### src/rtl/irq_ctrl_pkg.sv
// Shared encodings for the interrupt controller: cfg_sel targets, FSM states, source bound.
package irq_ctrl_pkg;

    localparam int IRQ_MAX = 16;

    localparam logic [1:0] CFG_MASK = 2'd0;
    localparam logic [1:0] CFG_MODE = 2'd1;
    localparam logic [1:0] CFG_CLR  = 2'd2;
    localparam logic [1:0] CFG_SET  = 2'd3;

    typedef enum logic [1:0] {
        ST_IDLE    = 2'd0,
        ST_REQ     = 2'd1,
        ST_SERVICE = 2'd2
    } irq_state_e;

endpackage

### src/rtl/irq_prio_enc.sv
// Lowest-index-first priority encoder: valid flag plus index of the lowest set bit.
module irq_prio_enc #(
    parameter int W  = 8,
    parameter int IW = 3
) (
    input  logic [W-1:0]  req,
    output logic          valid,
    output logic [IW-1:0] idx
);

    always_comb begin
        valid = |req;
        idx   = '0;
        // Scan downward so the lowest set bit is the last assignment.
        for (int i = W - 1; i >= 0; i--) begin
            if (req[i]) idx = IW'(i);
        end
    end

endmodule

### src/rtl/irq_controller.sv
// Interrupt controller: per-source mask/mode, pending register, fixed-priority req/ack/eoi FSM.
// Edge-mode support is built only when IRQ_CTRL_EDGE_EN is defined; otherwise all sources are level.
module irq_controller
    import irq_ctrl_pkg::*;
#(
    parameter  int NUM_IRQ     = 8,
    parameter  int SYNC_STAGES = 0,
    localparam int ID_W        = (NUM_IRQ > 1) ? $clog2(NUM_IRQ) : 1
) (
    input  logic               clk,
    input  logic               rst,
    input  logic [NUM_IRQ-1:0] irq_in,
    input  logic               cfg_we,
    input  logic [1:0]         cfg_sel,
    input  logic [NUM_IRQ-1:0] cfg_din,
    output logic [NUM_IRQ-1:0] mask_q,
    output logic [NUM_IRQ-1:0] mode_q,
    output logic [NUM_IRQ-1:0] pending_q,
    output logic               irq_req,
    output logic [ID_W-1:0]    irq_id,
    input  logic               irq_ack,
    input  logic               irq_eoi,
    output logic               in_service,
    output irq_state_e         fsm_state
);

    logic [NUM_IRQ-1:0] s_in;
    logic [NUM_IRQ-1:0] rise, mode_chg, sw_set, sw_clr, ack_clr;
    logic [NUM_IRQ-1:0] latch_q, latch_d, pend_d, eligible;
    logic               win_valid;
    logic [ID_W-1:0]    win_idx;
    irq_state_e         state_q, state_d;
    logic               req_d, svc_d;
    logic [ID_W-1:0]    id_d;

    generate
        if (SYNC_STAGES > 0) begin : g_sync
            logic [NUM_IRQ-1:0] sync_q [SYNC_STAGES];
            always_ff @(posedge clk or negedge rst) begin
                if (!rst) begin
                    for (int k = 0; k < SYNC_STAGES; k++) sync_q[k] <= '0;
                end else begin
                    sync_q[0] <= irq_in;
                    for (int k = 1; k < SYNC_STAGES; k++) sync_q[k] <= sync_q[k-1];
                end
            end
            assign s_in = sync_q[SYNC_STAGES-1];
        end else begin : g_nosync
            assign s_in = irq_in;
        end
    endgenerate

`ifdef IRQ_CTRL_EDGE_EN
    logic [NUM_IRQ-1:0] prev_q;
    always_ff @(posedge clk or negedge rst) begin
        if (!rst) begin
            prev_q <= '0;
            mode_q <= '0;
        end else begin
            prev_q <= s_in;
            if (cfg_we && cfg_sel == CFG_MODE) mode_q <= cfg_din;
        end
    end
    assign rise     = s_in & ~prev_q;
    assign mode_chg = (cfg_we && cfg_sel == CFG_MODE) ? (cfg_din ^ mode_q) : '0;
`else
    assign mode_q   = '0;
    assign rise     = '0;
    assign mode_chg = '0;
`endif

    assign sw_set = (cfg_we && cfg_sel == CFG_SET) ? cfg_din : '0;
    assign sw_clr = (cfg_we && cfg_sel == CFG_CLR) ? cfg_din : '0;

    always_comb begin
        ack_clr = '0;
        if (state_q == ST_REQ && irq_ack) ack_clr[irq_id] = mode_q[irq_id];
    end

    // Sets always beat clears so a colliding event is never lost.
    always_comb begin
        latch_d = (latch_q & ~(sw_clr | mode_chg)) | sw_set;
        pend_d  = (mode_q & (rise | sw_set | (pending_q & ~(sw_clr | mode_chg | ack_clr))))
                | (~mode_q & (sw_set | (~mode_chg & (s_in | latch_d))));
    end

    always_ff @(posedge clk or negedge rst) begin
        if (!rst) begin
            mask_q    <= '0;
            pending_q <= '0;
            latch_q   <= '0;
        end else begin
            if (cfg_we && cfg_sel == CFG_MASK) mask_q <= cfg_din;
            pending_q <= pend_d;
            latch_q   <= latch_d;
        end
    end

    assign eligible = pending_q & mask_q;

    irq_prio_enc #(.W(NUM_IRQ), .IW(ID_W)) u_prio (
        .req   (eligible),
        .valid (win_valid),
        .idx   (win_idx)
    );

    // An ack in REQ wins over a same-cycle withdrawal: the CPU saw irq_req high.
    always_comb begin
        state_d = state_q;
        req_d   = irq_req;
        id_d    = irq_id;
        svc_d   = in_service;
        case (state_q)
            ST_IDLE: begin
                if (win_valid) begin
                    state_d = ST_REQ;
                    req_d   = 1'b1;
                    id_d    = win_idx;
                end
            end
            ST_REQ: begin
                if (irq_ack) begin
                    state_d = ST_SERVICE;
                    req_d   = 1'b0;
                    svc_d   = 1'b1;
                end else if (!eligible[irq_id]) begin
                    state_d = ST_IDLE;
                    req_d   = 1'b0;
                end
            end
            ST_SERVICE: begin
                if (irq_eoi) begin
                    state_d = ST_IDLE;
                    svc_d   = 1'b0;
                end
            end
            default: begin
                state_d = ST_IDLE;
                req_d   = 1'b0;
                svc_d   = 1'b0;
            end
        endcase
    end

    always_ff @(posedge clk or negedge rst) begin
        if (!rst) begin
            state_q    <= ST_IDLE;
            irq_req    <= 1'b0;
            irq_id     <= '0;
            in_service <= 1'b0;
        end else begin
            state_q    <= state_d;
            irq_req    <= req_d;
            irq_id     <= id_d;
            in_service <= svc_d;
        end
    end

    assign fsm_state = state_q;

endmodule

### config.mk
export PLATFORM = sky130hd
export DESIGN_NAME = irq_controller
export DESIGN_NICKNAME = d
export VERILOG_FILES = /design/src/rtl/irq_ctrl_pkg.sv /design/src/rtl/irq_prio_enc.sv /design/src/rtl/irq_controller.sv
export SDC_FILE = /design/constraint.sdc
export NUM_CORES = 1
export LEC_CHECK = 0
export CAP_MARGIN = 20
export CORE_AREA = 2 2 60 62
export CTS_BUF_LIST = sky130_fd_sc_hd__clkbuf_8
export CTS_CLUSTER_DIAMETER = 100
export DETAILED_ROUTE_END_ITERATION = 16
export DIE_AREA = 0 0 62 64
export HOLD_SLACK_MARGIN = 0.02
export PLACE_DENSITY = 0.81
export SYNTH_ARGS = -nofsm -noshare
export SYNTH_HDL_FRONTEND = slang
export SYNTH_SLANG_ARGS = --single-unit
export TNS_END_PERCENT = 50
### constraint.sdc
create_clock -name clk -period 1.7 [get_ports clk]
set_clock_uncertainty 0.05 [all_clocks]
set_input_delay 0.34 -clock clk [delete_from_list [all_inputs] [get_ports clk]]
set_output_delay 0.34 -clock clk [all_outputs]
set_load 0.03 [all_outputs]
* Word level (Yosys, flattened, before mapping)
Index checks and enable logic that the tools add are counted.
W data, S select, Z words.
** Word-level totals
- Bits in registers :: 31
- Latch bits :: 0
- Memory bits (writable) :: 0
- Memory bits (read-only) :: 0
- Input port bits :: 23
- Memories :: 0
** Cells by class
- Add/subtract/negate cells :: 0
- Multipliers :: 0
- Div/mod/pow operators :: 0
- Order comparisons :: 1
- Equality and inequality tests :: 8
- Shifts and indexed selects :: 0
- Muxes and demuxes :: 24
- Bitwise logic cells :: 8
- Reductions and logical operators :: 10
** Operators with widths (count)
- $mux W3 :: 8
- $or A8 B8 Y8 :: 3
- $and A8 B8 Y8 :: 2
- $mux W8 :: 2
- $reduce_and A3 Y1 :: 3
- $mux W2 :: 4
- $not A8 Y8 :: 1
- $reduce_or A8 Y1 :: 1
- $eq A2 B2 Y1 const B :: 3
- $mux W1 :: 6
- $pmux W1 S3 :: 2
- $pmux W2 S3 :: 1
- $logic_not A2 Y1 :: 2
- $lt A3 B4 Y1 const B :: 1
- $ne A2 B2 Y1 const B :: 2
- $bmux W1 S3 :: 1
- $logic_and A1 B1 Y1 :: 3
- $ne A3 B3 Y1 const B :: 1
- $eq A2 B1 Y1 const B :: 1
- $ne A2 B1 Y1 const B :: 1
- $not A1 Y1 :: 2
- $reduce_and A2 Y1 :: 1

* Depth between registers and ports, before layout
Gate-level depths: netlist (run 1).
- Word-level depth :: 9
- Gate-level depth with buffers :: 5
- Depth with buffers taken out :: 4

* Cells and area by module
From an unflattened synthesis (run 1), not the netlist that was laid out.
** Second synthesis, totals
- Cells, all modules :: 120
- Area, all modules :: 1436.4 µm²
** By module, submodules not included
- irq_controller :: times used 1, cells each 107, area each 1355.0 µm²
- irq_prio_enc :: times used 1, cells each 13, area each 81.3 µm²

* Worst setup path before layout (run 1)
OpenSTA, ideal clock, no wires.
- Kind :: register to register
- Start point :: register irq_id[0]
- End point :: register irq_req
- Data arrival time :: 1.365 ns
- Required time :: 1.576 ns
- Slack :: 0.211 ns
- Stages on the path, launching flop included :: 5
- Clock period less this slack :: 1.489 ns
- Cells stage by stage :: dfrtp_1 or4bb_1 nand4_1 a221oi_1 o21ai_2
** Between the ends
- Cells in the longest elaborated chain, start to end :: 4
** RTL lines
- start: declaration :: RTL line irq_controller.sv:20 : output logic [ID_W-1:0] irq_id,
- start signal: assignment :: RTL line irq_controller.sv:154 : irq_id <= id_d;
- $bmux W1 S3 :: RTL line irq_controller.sv:126 : end else if (!eligible[irq_id]) begin
- $mux W1 (not written as such) :: RTL line irq_controller.sv:126
- $ne A3 B3 Y1 (no source line)
- $reduce_and A3 Y1 (no source line)
- end signal: assignment :: RTL line irq_controller.sv:153 : irq_req <= req_d;
- end: declaration :: RTL line irq_controller.sv:19 : output logic irq_req,
Every way passes these cells. The select of a mux whose other input is x is not followed.
A chain may end at the register's enable or synchronous reset.

* Worst setup path in the final report (run 1)
- Start point :: register irq_id[1]
- End point :: output port irq_id[1]
No word-level cell between the ends.

==> summary.txt, run 1 <==
Run status
  – Status: finished, final reports clean

Min path
  – Worst min path class: input port to asynchronous set/reset pin

Worst setup path
  – Critical path's top delay family: flip-flops
  – CP peak stage delay: 0.52 ns
  – CP Data Arrival Time: 1.24 ns
  – Crit start category: flop
  – Setup Crit Path Kind: flop to output pin
  – Critical Path, Cell by Cell: dlygate4sd2_1
  – WP buf/inv: 1
  – Slowest CP cell: dfrtp_1
  – WP data required: 1.31 ns
  – Crit path max fanout: 10
  – Element type at the critical path end: output pin

Yosys
  – Register area share after synthesis: 0.523
  – Simple-gate area share of the yosys netlist: 0.184
  – Xor/xnor share of the synthesized area: 0
  – Post-synthesis adder-cell area fraction: 0
  – Mean area per synthesized cell: 11.8 sq um
  – Mux cell area share after synthesis: 0.142
  – Synth Warn #: 0
  – Largest family of logic cells by synthesized area: simple AND/OR/NAND/NOR gates
  – Netlist cell types: 29
  – Synth Register Bits: 31
  – Mapped Cells: 126
  – Compound-Gate Fraction of Synth Area: 0.0927
  – Mapped Area: 1480 sq um

Finish
  – Core Util, Final: 0.623
  – Commonest non-fill, non-tap cell in the layout: dfrtp_1
  – Most frequent cells in the layout: dfrtp_1 (31), clkdlybuf4s50_1 (22), dlygate4sd2_1 (22), nand2_1 (19)
  – Design Area, Final: 2050 sq um
  – Cell Count, Final, Fillers Out: 228
  – P&R area growth vs syn: 37.9%
  – Layout cells sized above 1: 0.187
  – Fill count: 273
  – N_diodes: 0
  – Fin nets: 204

Floorplanning
  – Row count: 21
  – Die Y: 64 microns
  – Core area: 3280 sq um
  – I/O pin count: 54
  – Die Wd: 62 microns
  – Die footprint: 3970 sq um
  – Initial core utilization: 0.452

Place
  – Post-DP HPWL: 2650 microns
  – GP Congestion: 0.790
  – Setup Slack @ Placement: -0.298 ns
  – Post-DP Area: 1990 sq um
  – Port Buffers: 45
  – Dpl cells: 220

CTS
  – CTS root buf: clkbuf_8
  – Max clock buf depth: 2
  – CTS tree: done
  – Post-CTS Setup Inserts: 0
  – Clock Pin Slew Worst Setup and Hold Paths: 0.07 ns
  – Post-CTS Hold Buffers: 0
  – # clock sinks: 31
  – Worst skew pair latency: 0.28 ns
  – Num CTS Buffers: 5
  – Post-cts sizing count: 23
  – H-tree depth: 2

Drt
  – WL final: 3510 microns
  – Post-route ant nets: 0
  – 1st-iter DRT viols: 39
  – Wire per inst: 15.4 microns
  – Via/cell ratio: 5.18
  – First drt pass iteration count: 4
  – Via count: 1,182
  – DR DRC count: 0

STA
  – RSZ-0062 raised after global routing: false
  – Final Slew Violations: 0
  – # setup viols final: 0
  – Final Hold Viols: 0
  – Final worst-path cycle share: 0.961
  – Final Worst Setup Slack: 0.0659 ns
  – Setup TNS: 0 ns
  – FMAX: 612 MHz
  – Crit path time final: 1.63 ns

Power and ir drop
  – P_sw: 0.00112 W
  – Lkg Pwr: 0.927 nW
  – Maximum VDD drop: 0.651 mV
  – Fraction of power spent switching nets: 0.402
  – Comb power frac: 0.397
  – Clock power share: 0.201
  – PD cells: 1360 nW/um^2
  – Seq pwr share: 0.402
  – Pint: 0.00166 W

GRT
  – Global-route wire length before repair: 5780 microns
  – Gr usage total: 0.205
  – Initial antenna violation count: 0
  – Vias in the first global route: 1,230
  – Total grt overflow: 0
  – Pin count of the biggest net entering global routing: 32

Flow run
  – Max_cap viols: 0
==> through the flow <==
stage / power [W] / hold WS, ns
2_1_floorplan: 0.00183 / -0.00559
3_3_place_gp: 0.00228 / 0.425
3_5_place_dp: 0.00233 / 0.431
4_1_cts: 0.00280 / 0.417
5_1_grt: 0.00295 / 0.425
6_report: 0.00278 / 0.401
==> cell families (layout without fill, tap and decap cells) <==
family | Yosys count | count (layout)
AND/OR/NAND/NOR | 47 | 47
flip-flops | 31 | 31
AO/OA/AOI/OAI | 19 | 19
multiplexers | 16 | 16
buffers and inverters | 12 | 61
other | 1 | 8
==> registers in the layout, indices dropped and copies added, names as in the netlist <==
name and flops:
fsm_state 2, mask_q 8, latch_q 8, irq_req 1, in_service 1, pending_q 8
irq_id 3
==> power groups by stage <==
| stage | Sequential (W) | Combinational (W) | Clock [W] |
|---|---|---|---|
| floorplan | 0.00136 | 0.000470 | 0 |
| global placement | 0.00112 | 0.00116 | 0 |
| finish | 0.00112 | 0.00110 | 0.000559 |
| CTS | 0.00112 | 0.00111 | 0.000566 |
| global route | 0.00115 | 0.00120 | 0.000598 |
| detailed placement | 0.00113 | 0.00120 | 0 |
==> layout make-up <==
class	count	area [sq um]	area share
Multi-Input combinational cell	90	652	0.318
Sequential cell	31	776	0.379
Clock buffer	5	68.8	0.0336
Inverter	2	7.51	0.00367
Timing Repair Buffer	51	470	0.230
Clock inverter	3	15.0	0.00733
Tap cell	46	57.6	0.0281
==> metal layers <==
metal / track usage / part of all wire / vias to the layer above
met3: 0.0607 / 0.064 / 4
met2: 0.324 / 0.52 / 56
met1: 0.258 / 0.41 / 573
met4: 0.0771 / 0.0088 / 0
met5: 0 / 0 / -
li1: - / - / 549
==> cells in the mapped netlist, drive strengths merged <==
master  number  share of area
o21ai        3          0.013
mux2        16           0.14
a32o         2          0.013
nand4b       4          0.024
conb         1         0.0025
inv          2         0.0051
a222oi       1         0.0067
or2          9          0.038
a221oi       1         0.0059
dfrtp       31           0.52
o31ai        1         0.0051
nor3b        2          0.018
a21oi        5          0.017
nor2         3         0.0076
a22oi        5          0.025
buf         10          0.051
nand4        4          0.017
or4bb        2          0.015
a41o         1         0.0067
and2         2         0.0084
nand2       19          0.048
nor2b        1         0.0042
nand2b       1         0.0042
==> worst paths after layout <==
kind                             from      endpoint  slack [ns]  depth (start not counted)
max reg2reg                 irq_id[1]       irq_req        0.20                          4
max                         irq_id[1]     irq_id[1]        0.07                          1
min                               rst    latch_q[2]        0.40                          2
min in group clk           latch_q[2]    latch_q[2]        0.45                          1
max in group asynchronous         rst  fsm_state[0]        0.92                          2
min reg2reg                latch_q[2]    latch_q[2]        0.45                          1
(Power assumes the default switching activity.)
==> run 2, diff against run 1 <==
--- a/config.mk
+++ b/config.mk
@@ -6,13 +6,13 @@
 export NUM_CORES = 1
 export LEC_CHECK = 0
 export CAP_MARGIN = 20
-export CORE_AREA = 2 2 60 62
+export CORE_AREA = 5 5 62 64
 export CTS_BUF_LIST = sky130_fd_sc_hd__clkbuf_8
 export CTS_CLUSTER_DIAMETER = 100
 export DETAILED_ROUTE_END_ITERATION = 16
-export DIE_AREA = 0 0 62 64
+export DIE_AREA = 0 0 67 69
 export HOLD_SLACK_MARGIN = 0.02
-export PLACE_DENSITY = 0.81
+export PLACE_DENSITY = 0.83
 export SYNTH_ARGS = -nofsm -noshare
 export SYNTH_HDL_FRONTEND = slang
 export SYNTH_SLANG_ARGS = --single-unit
==> constraint.sdc (replaced) <==
create_clock -name clk -period 2.1 [get_ports clk]
set_clock_uncertainty 0.05 [all_clocks]
set_input_delay 0.42 -clock clk [delete_from_list [all_inputs] [get_ports clk]]
set_output_delay 0.42 -clock clk [all_outputs]
set_load 0.03 [all_outputs]
==> run 2 against run 1 <==
Compared with the run above:
- routed wire length hardly changed
- sequential power is 18% lower
- register-to-register slack better by 0.36 ns
- cell count is 1.3% lower
- largest cell class unchanged
- utilization is 1.7 points higher
- non-clock buffer count is 3 lower
- critical path type unchanged
- global-route usage is 3.8 points lower
- clock-buffer cell count is 2 higher
- sequential cell count stayed put
- combinational power is 13% lower
==> summary.txt, run 2 (synthesis gave the netlist of run 1 again) <==
GRT
  – Vias in the first global route: 1,239
  – Initial antenna violation count: 0
  – Global-route wire length before repair: 5910 microns
  – Pin count of the biggest net entering global routing: 32
  – Total grt overflow: 0
  – Gr usage total: 0.167

CTS
  – Post-CTS Setup Inserts: 0
  – CTS tree: done
  – Clock Pin Slew Worst Setup and Hold Paths: 0.06 ns
  – Post-CTS Hold Buffers: 0
  – Worst skew pair latency: 0.29 ns
  – Max clock buf depth: 2
  – Post-cts sizing count: 0
  – H-tree depth: 2
  – # clock sinks: 31
  – Num CTS Buffers: 5
  – CTS root buf: clkbuf_8

STA
  – Final Hold Viols: 0
  – Final Slew Violations: 0
  – Final worst-path cycle share: 0.947
  – Crit path time final: 1.99 ns
  – # setup viols final: 0
  – FMAX: 503 MHz
  – RSZ-0062 raised after global routing: false
  – Final Worst Setup Slack: 0.111 ns
  – Setup TNS: 0 ns

Place
  – Post-DP HPWL: 2630 microns
  – Port Buffers: 45
  – GP Congestion: 0.862
  – Setup Slack @ Placement: 0.0638 ns

Worst setup path
  – Critical Path, Cell by Cell: clkdlybuf4s50_1
  – CP Data Arrival Time: 1.52 ns
  – Crit path max fanout: 10
  – Critical path's top delay family: buffers and inverters
  – Element type at the critical path end: output pin
  – WP buf/inv: 1
  – Setup Crit Path Kind: flop to output pin
  – WP data required: 1.63 ns
  – Crit start category: flop
  – CP peak stage delay: 0.74 ns
  – Slowest CP cell: clkdlybuf4s50_1

Drt
  – Post-route ant nets: 0
  – Via count: 1,158
  – Wire per inst: 15.6 microns
  – WL final: 3510 microns
  – DR DRC count: 0
  – 1st-iter DRT viols: 36
  – First drt pass iteration count: 6
  – Via/cell ratio: 5.15

Power and ir drop
  – Lkg Pwr: 0.883 nW
  – Maximum VDD drop: 0.612 mV
  – Design Power: 0.00239 W
  – PD cells: 1160 nW/um^2

Min path
  – Worst min path class: flop to flop

Finish
  – Layout cells sized above 1: 0.168
  – Fin nets: 201
  – Commonest non-fill, non-tap cell in the layout: clkdlybuf4s50_1
  – Most frequent cells in the layout: clkdlybuf4s50_1 (45), dfrtp_1 (31), nand2_1 (19)
  – P&R area growth vs syn: 39.4%
  – Biggest registers after layout: latch_q x8, mask_q x8, pending_q x8
  – N_diodes: 0

Floorplanning
  – Die Wd: 67 microns
  – Core area: 3230 sq um
  – Die Y: 69 microns
  – I/O pin count: 54
  – Initial core utilization: 0.459
  – Row count: 21
  – Die footprint: 4620 sq um

Run status
  – Status: finished, final reports clean

Flow run
  – Max_cap viols: 0
## run 2: cell count changes in the layout (fill, tap and decap cells not counted), sizes merged
cell | previous run | this run
buf | 6 | 3
clkbuf | 5 | 7
clkdlybuf4s50 | 22 | 45
clkinv | 3 | 0
clkinvlp | 0 | 1
dlygate4sd2 | 22 | 0
dlymetal6s2s | 1 | 0
## run 2: metal layers
metal,track usage,part of all wire,up-vias,wire length [microns]
met5,0,0,-,0
met4,0.0473,0.0066,0,23
met3,0.0584,0.070,2,246
met2,0.266,0.51,50,1780
met1,0.210,0.41,564,1450
li1,-,-,542,-
## run 2: cell type report
class | instances | area [sq um]
fill | 261 | 1160
sequential | 31 | 776
multi-input combinational | 90 | 651
timing repair buffer | 48 | 473
clock buffer | 7 | 96.3
tap | 46 | 57.6
clock inverter | 1 | 7.51
inverter | 2 | 7.51
## run 2: path summary, 6_finish.rpt
check / start / endpoint / cells after the start / slack, ns
worst max register to register: irq_id[0] / irq_req / 4 / 0.56
worst min register to register: latch_q[0] / latch_q[0] / 1 / 0.45
worst max-delay path: irq_id[0] / irq_id[0] / 1 / 0.11
worst min-delay path: latch_q[0] / latch_q[0] / 1 / 0.45
min in group asynchronous: rst / latch_q[1] / 2 / 0.46
max in group asynchronous: rst / irq_id[1] / 2 / 1.25
## run 2: metrics by stage
step / hold slack (ns) / util / instances / cell area, sq um
after floorplan: 0.0744 / - / 133 / 1510
after global placement: 0.426 / 0.608 / 217 / 1960
after detailed placement: 0.428 / 0.608 / 217 / 1960
after CTS: 0.451 / 0.640 / 225 / 2070
after global routing: 0.458 / 0.640 / 225 / 2070
final: 0.446 / 0.640 / 225 / 2070
## run 2: power by group
| group | internal [W] | switching (W) | total [W] |
|---|---|---|---|
| Combinational | 0.000442 | 0.000521 | 0.000962 |
| Sequential | 0.000741 | 0.000173 | 0.000914 |
| Clock | 0.000298 | 0.000217 | 0.000515 |
==> run 3, diff against run 2 <==
--- a/config.mk
+++ b/config.mk
@@ -12,6 +12,7 @@
 export DETAILED_ROUTE_END_ITERATION = 16
 export DIE_AREA = 0 0 67 69
 export HOLD_SLACK_MARGIN = 0.02
+export MAX_ROUTING_LAYER = met4
 export PLACE_DENSITY = 0.83
 export SYNTH_ARGS = -nofsm -noshare
 export SYNTH_HDL_FRONTEND = slang
==> run 3 against run 2 <==
Compared with the run above:
- non-clock buffer count did not move
- combinational power barely moved
- first-iteration DRC count rose by 17%
- register-to-register slack barely moved
- fmax fell by 0.50%
- utilization did not move
- cell count did not move
- via count rose by 1.0%
- sequential power rose by 0.4%
- worst hold slack got worse by 0.0011 ns
- largest cell class unchanged
- highest routed layer unchanged
==> summary.txt, run 3 (synthesis gave the netlist of run 1 again) <==
Run status
  – Status: finished, final reports clean

Finish
  – Fin nets: 201
  – Core Util, Final: 0.640
  – Layout cells sized above 1: 0.168
  – Commonest non-fill, non-tap cell in the layout: clkdlybuf4s50_1
  – Most frequent cells in the layout: clkdlybuf4s50_1 (45), dfrtp_1 (31), nand2_1 (19)
  – P&R area growth vs syn: 39.4%
  – Biggest registers after layout: latch_q x8, mask_q x8, pending_q x8
  – N_diodes: 0

Power and ir drop
  – Clock power share: 0.214
  – PD cells: 1160 nW/um^2
  – Maximum VDD drop: 0.614 mV
  – Comb power frac: 0.402
  – Fraction of power spent switching nets: 0.381
  – P_sw: 0.000913 W
  – Seq pwr share: 0.384
  – Pint: 0.00148 W
  – Lkg Pwr: 0.883 nW

Drt
  – DR DRC count: 0
  – 1st-iter DRT viols: 42
  – First drt pass iteration count: 5
  – Post-route ant nets: 0
  – WL final: 3550 microns
  – Wire per inst: 15.8 microns
  – Via/cell ratio: 5.20
  – Via count: 1,170

Worst setup path
  – Slowest CP cell: clkdlybuf4s50_1
  – Crit start category: flop
  – WP data required: 1.63 ns
  – CP Data Arrival Time: 1.53 ns
  – Element type at the critical path end: output pin
  – Setup Crit Path Kind: flop to output pin
  – CP peak stage delay: 0.74 ns
  – Crit path max fanout: 10
  – WP buf/inv: 1
  – Critical Path, Cell by Cell: clkdlybuf4s50_1
  – Critical path's top delay family: buffers and inverters

STA
  – Final Slew Violations: 0
  – Final worst-path cycle share: 0.952
  – # setup viols final: 0
  – RSZ-0062 raised after global routing: false
  – Final Worst Setup Slack: 0.101 ns
  – Crit path time final: 2.00 ns
  – Final Hold Viols: 0
  – FMAX: 500 MHz
  – Setup TNS: 0 ns

Floorplanning
  – Die Wd: 67 microns
  – Core area: 3230 sq um
  – I/O pin count: 54
  – Initial core utilization: 0.459
  – Die footprint: 4620 sq um
  – Die Y: 69 microns
  – Row count: 21

GRT
  – Total grt overflow: 0
  – Gr usage total: 0.171
  – Pin count of the biggest net entering global routing: 32
  – Initial antenna violation count: 0
  – Global-route wire length before repair: 5910 microns
  – Vias in the first global route: 1,244

CTS
  – Post-CTS Hold Buffers: 0
  – CTS root buf: clkbuf_8
  – H-tree depth: 2
  – CTS tree: done
  – Max clock buf depth: 2
  – Num CTS Buffers: 5
  – Post-CTS Setup Inserts: 0
  – Post-cts sizing count: 0
  – Clock Pin Slew Worst Setup and Hold Paths: 0.06 ns
  – Worst skew pair latency: 0.28 ns
  – # clock sinks: 31

Flow run
  – Max_cap viols: 0

Place
  – Port Buffers: 45
  – Post-DP HPWL: 2630 microns
  – Setup Slack @ Placement: 0.0638 ns
  – GP Congestion: 0.876

Min path
  – Worst min path class: flop to flop
[run 3: cell counts in the layout (fill, tap and decap cells not counted)]
No cell type changed its count.
[run 3: worst paths after layout]
| kind | start | to | slack [ns] | depth (start not counted) |
|---|---|---|---|---|
| min in group asynchronous | rst | latch_q[1] | 0.47 | 2 |
| min | latch_q[0] | latch_q[0] | 0.44 | 1 |
| min reg2reg | latch_q[0] | latch_q[0] | 0.44 | 1 |
| max | irq_id[0] | irq_id[0] | 0.10 | 1 |
| max reg2reg | irq_id[0] | irq_req | 0.55 | 4 |
| max in group asynchronous | rst | irq_id[1] | 1.24 | 2 |
[run 3: area by class of cell]
type / instances / area (sq um)
multi-input cells: 90 / 651
repair buffers: 48 / 473
clock buffers: 7 / 96.3
flip-flops and latches: 31 / 776
clock inverters: 1 / 7.51
fillers: 261 / 1160
inverters: 2 / 7.51
well taps: 46 / 57.6
[run 3: power by group through the flow]
| stage | registers (W) | clock network (W) | logic (W) |
|---|---|---|---|
| CTS | 0.000912 | 0.000528 | 0.000970 |
| finish | 0.000918 | 0.000512 | 0.000963 |
| floorplan | 0.00110 | 0 | 0.000380 |
| global route | 0.000945 | 0.000555 | 0.00103 |
| global placement | 0.000909 | 0 | 0.000924 |
| detailed placement | 0.000922 | 0 | 0.000956 |
[run 3: worst reg2reg max path, stage by stage (launching register included)]
cell,delay [ns]
dfrtp_1,0.48
or4bb_1,0.53
nand4_1,0.17
a221oi_1,0.13
o21ai_2,0.12
[run 3: metrics by stage]
stage | total power, W | hold WS [ns] | cells | area [sq um]
after global placement | 0.00183 | 0.426 | 217 | 1960
after CTS | 0.00241 | 0.451 | 225 | 2070
after floorplan | 0.00148 | 0.0744 | 133 | 1510
after detailed placement | 0.00188 | 0.428 | 217 | 1960
after global routing | 0.00253 | 0.458 | 225 | 2070
final | 0.00239 | 0.445 | 225 | 2070
[run 3: per-layer routing]
layer	wire length, microns	share of wire	vias up	track usage
met1	1520	0.43	567	0.216
met5	0	0	-	-
met4	30	0.0085	0	0.0473
li1	-	-	542	-
met3	201	0.057	5	0.0487
met2	1800	0.51	56	0.267
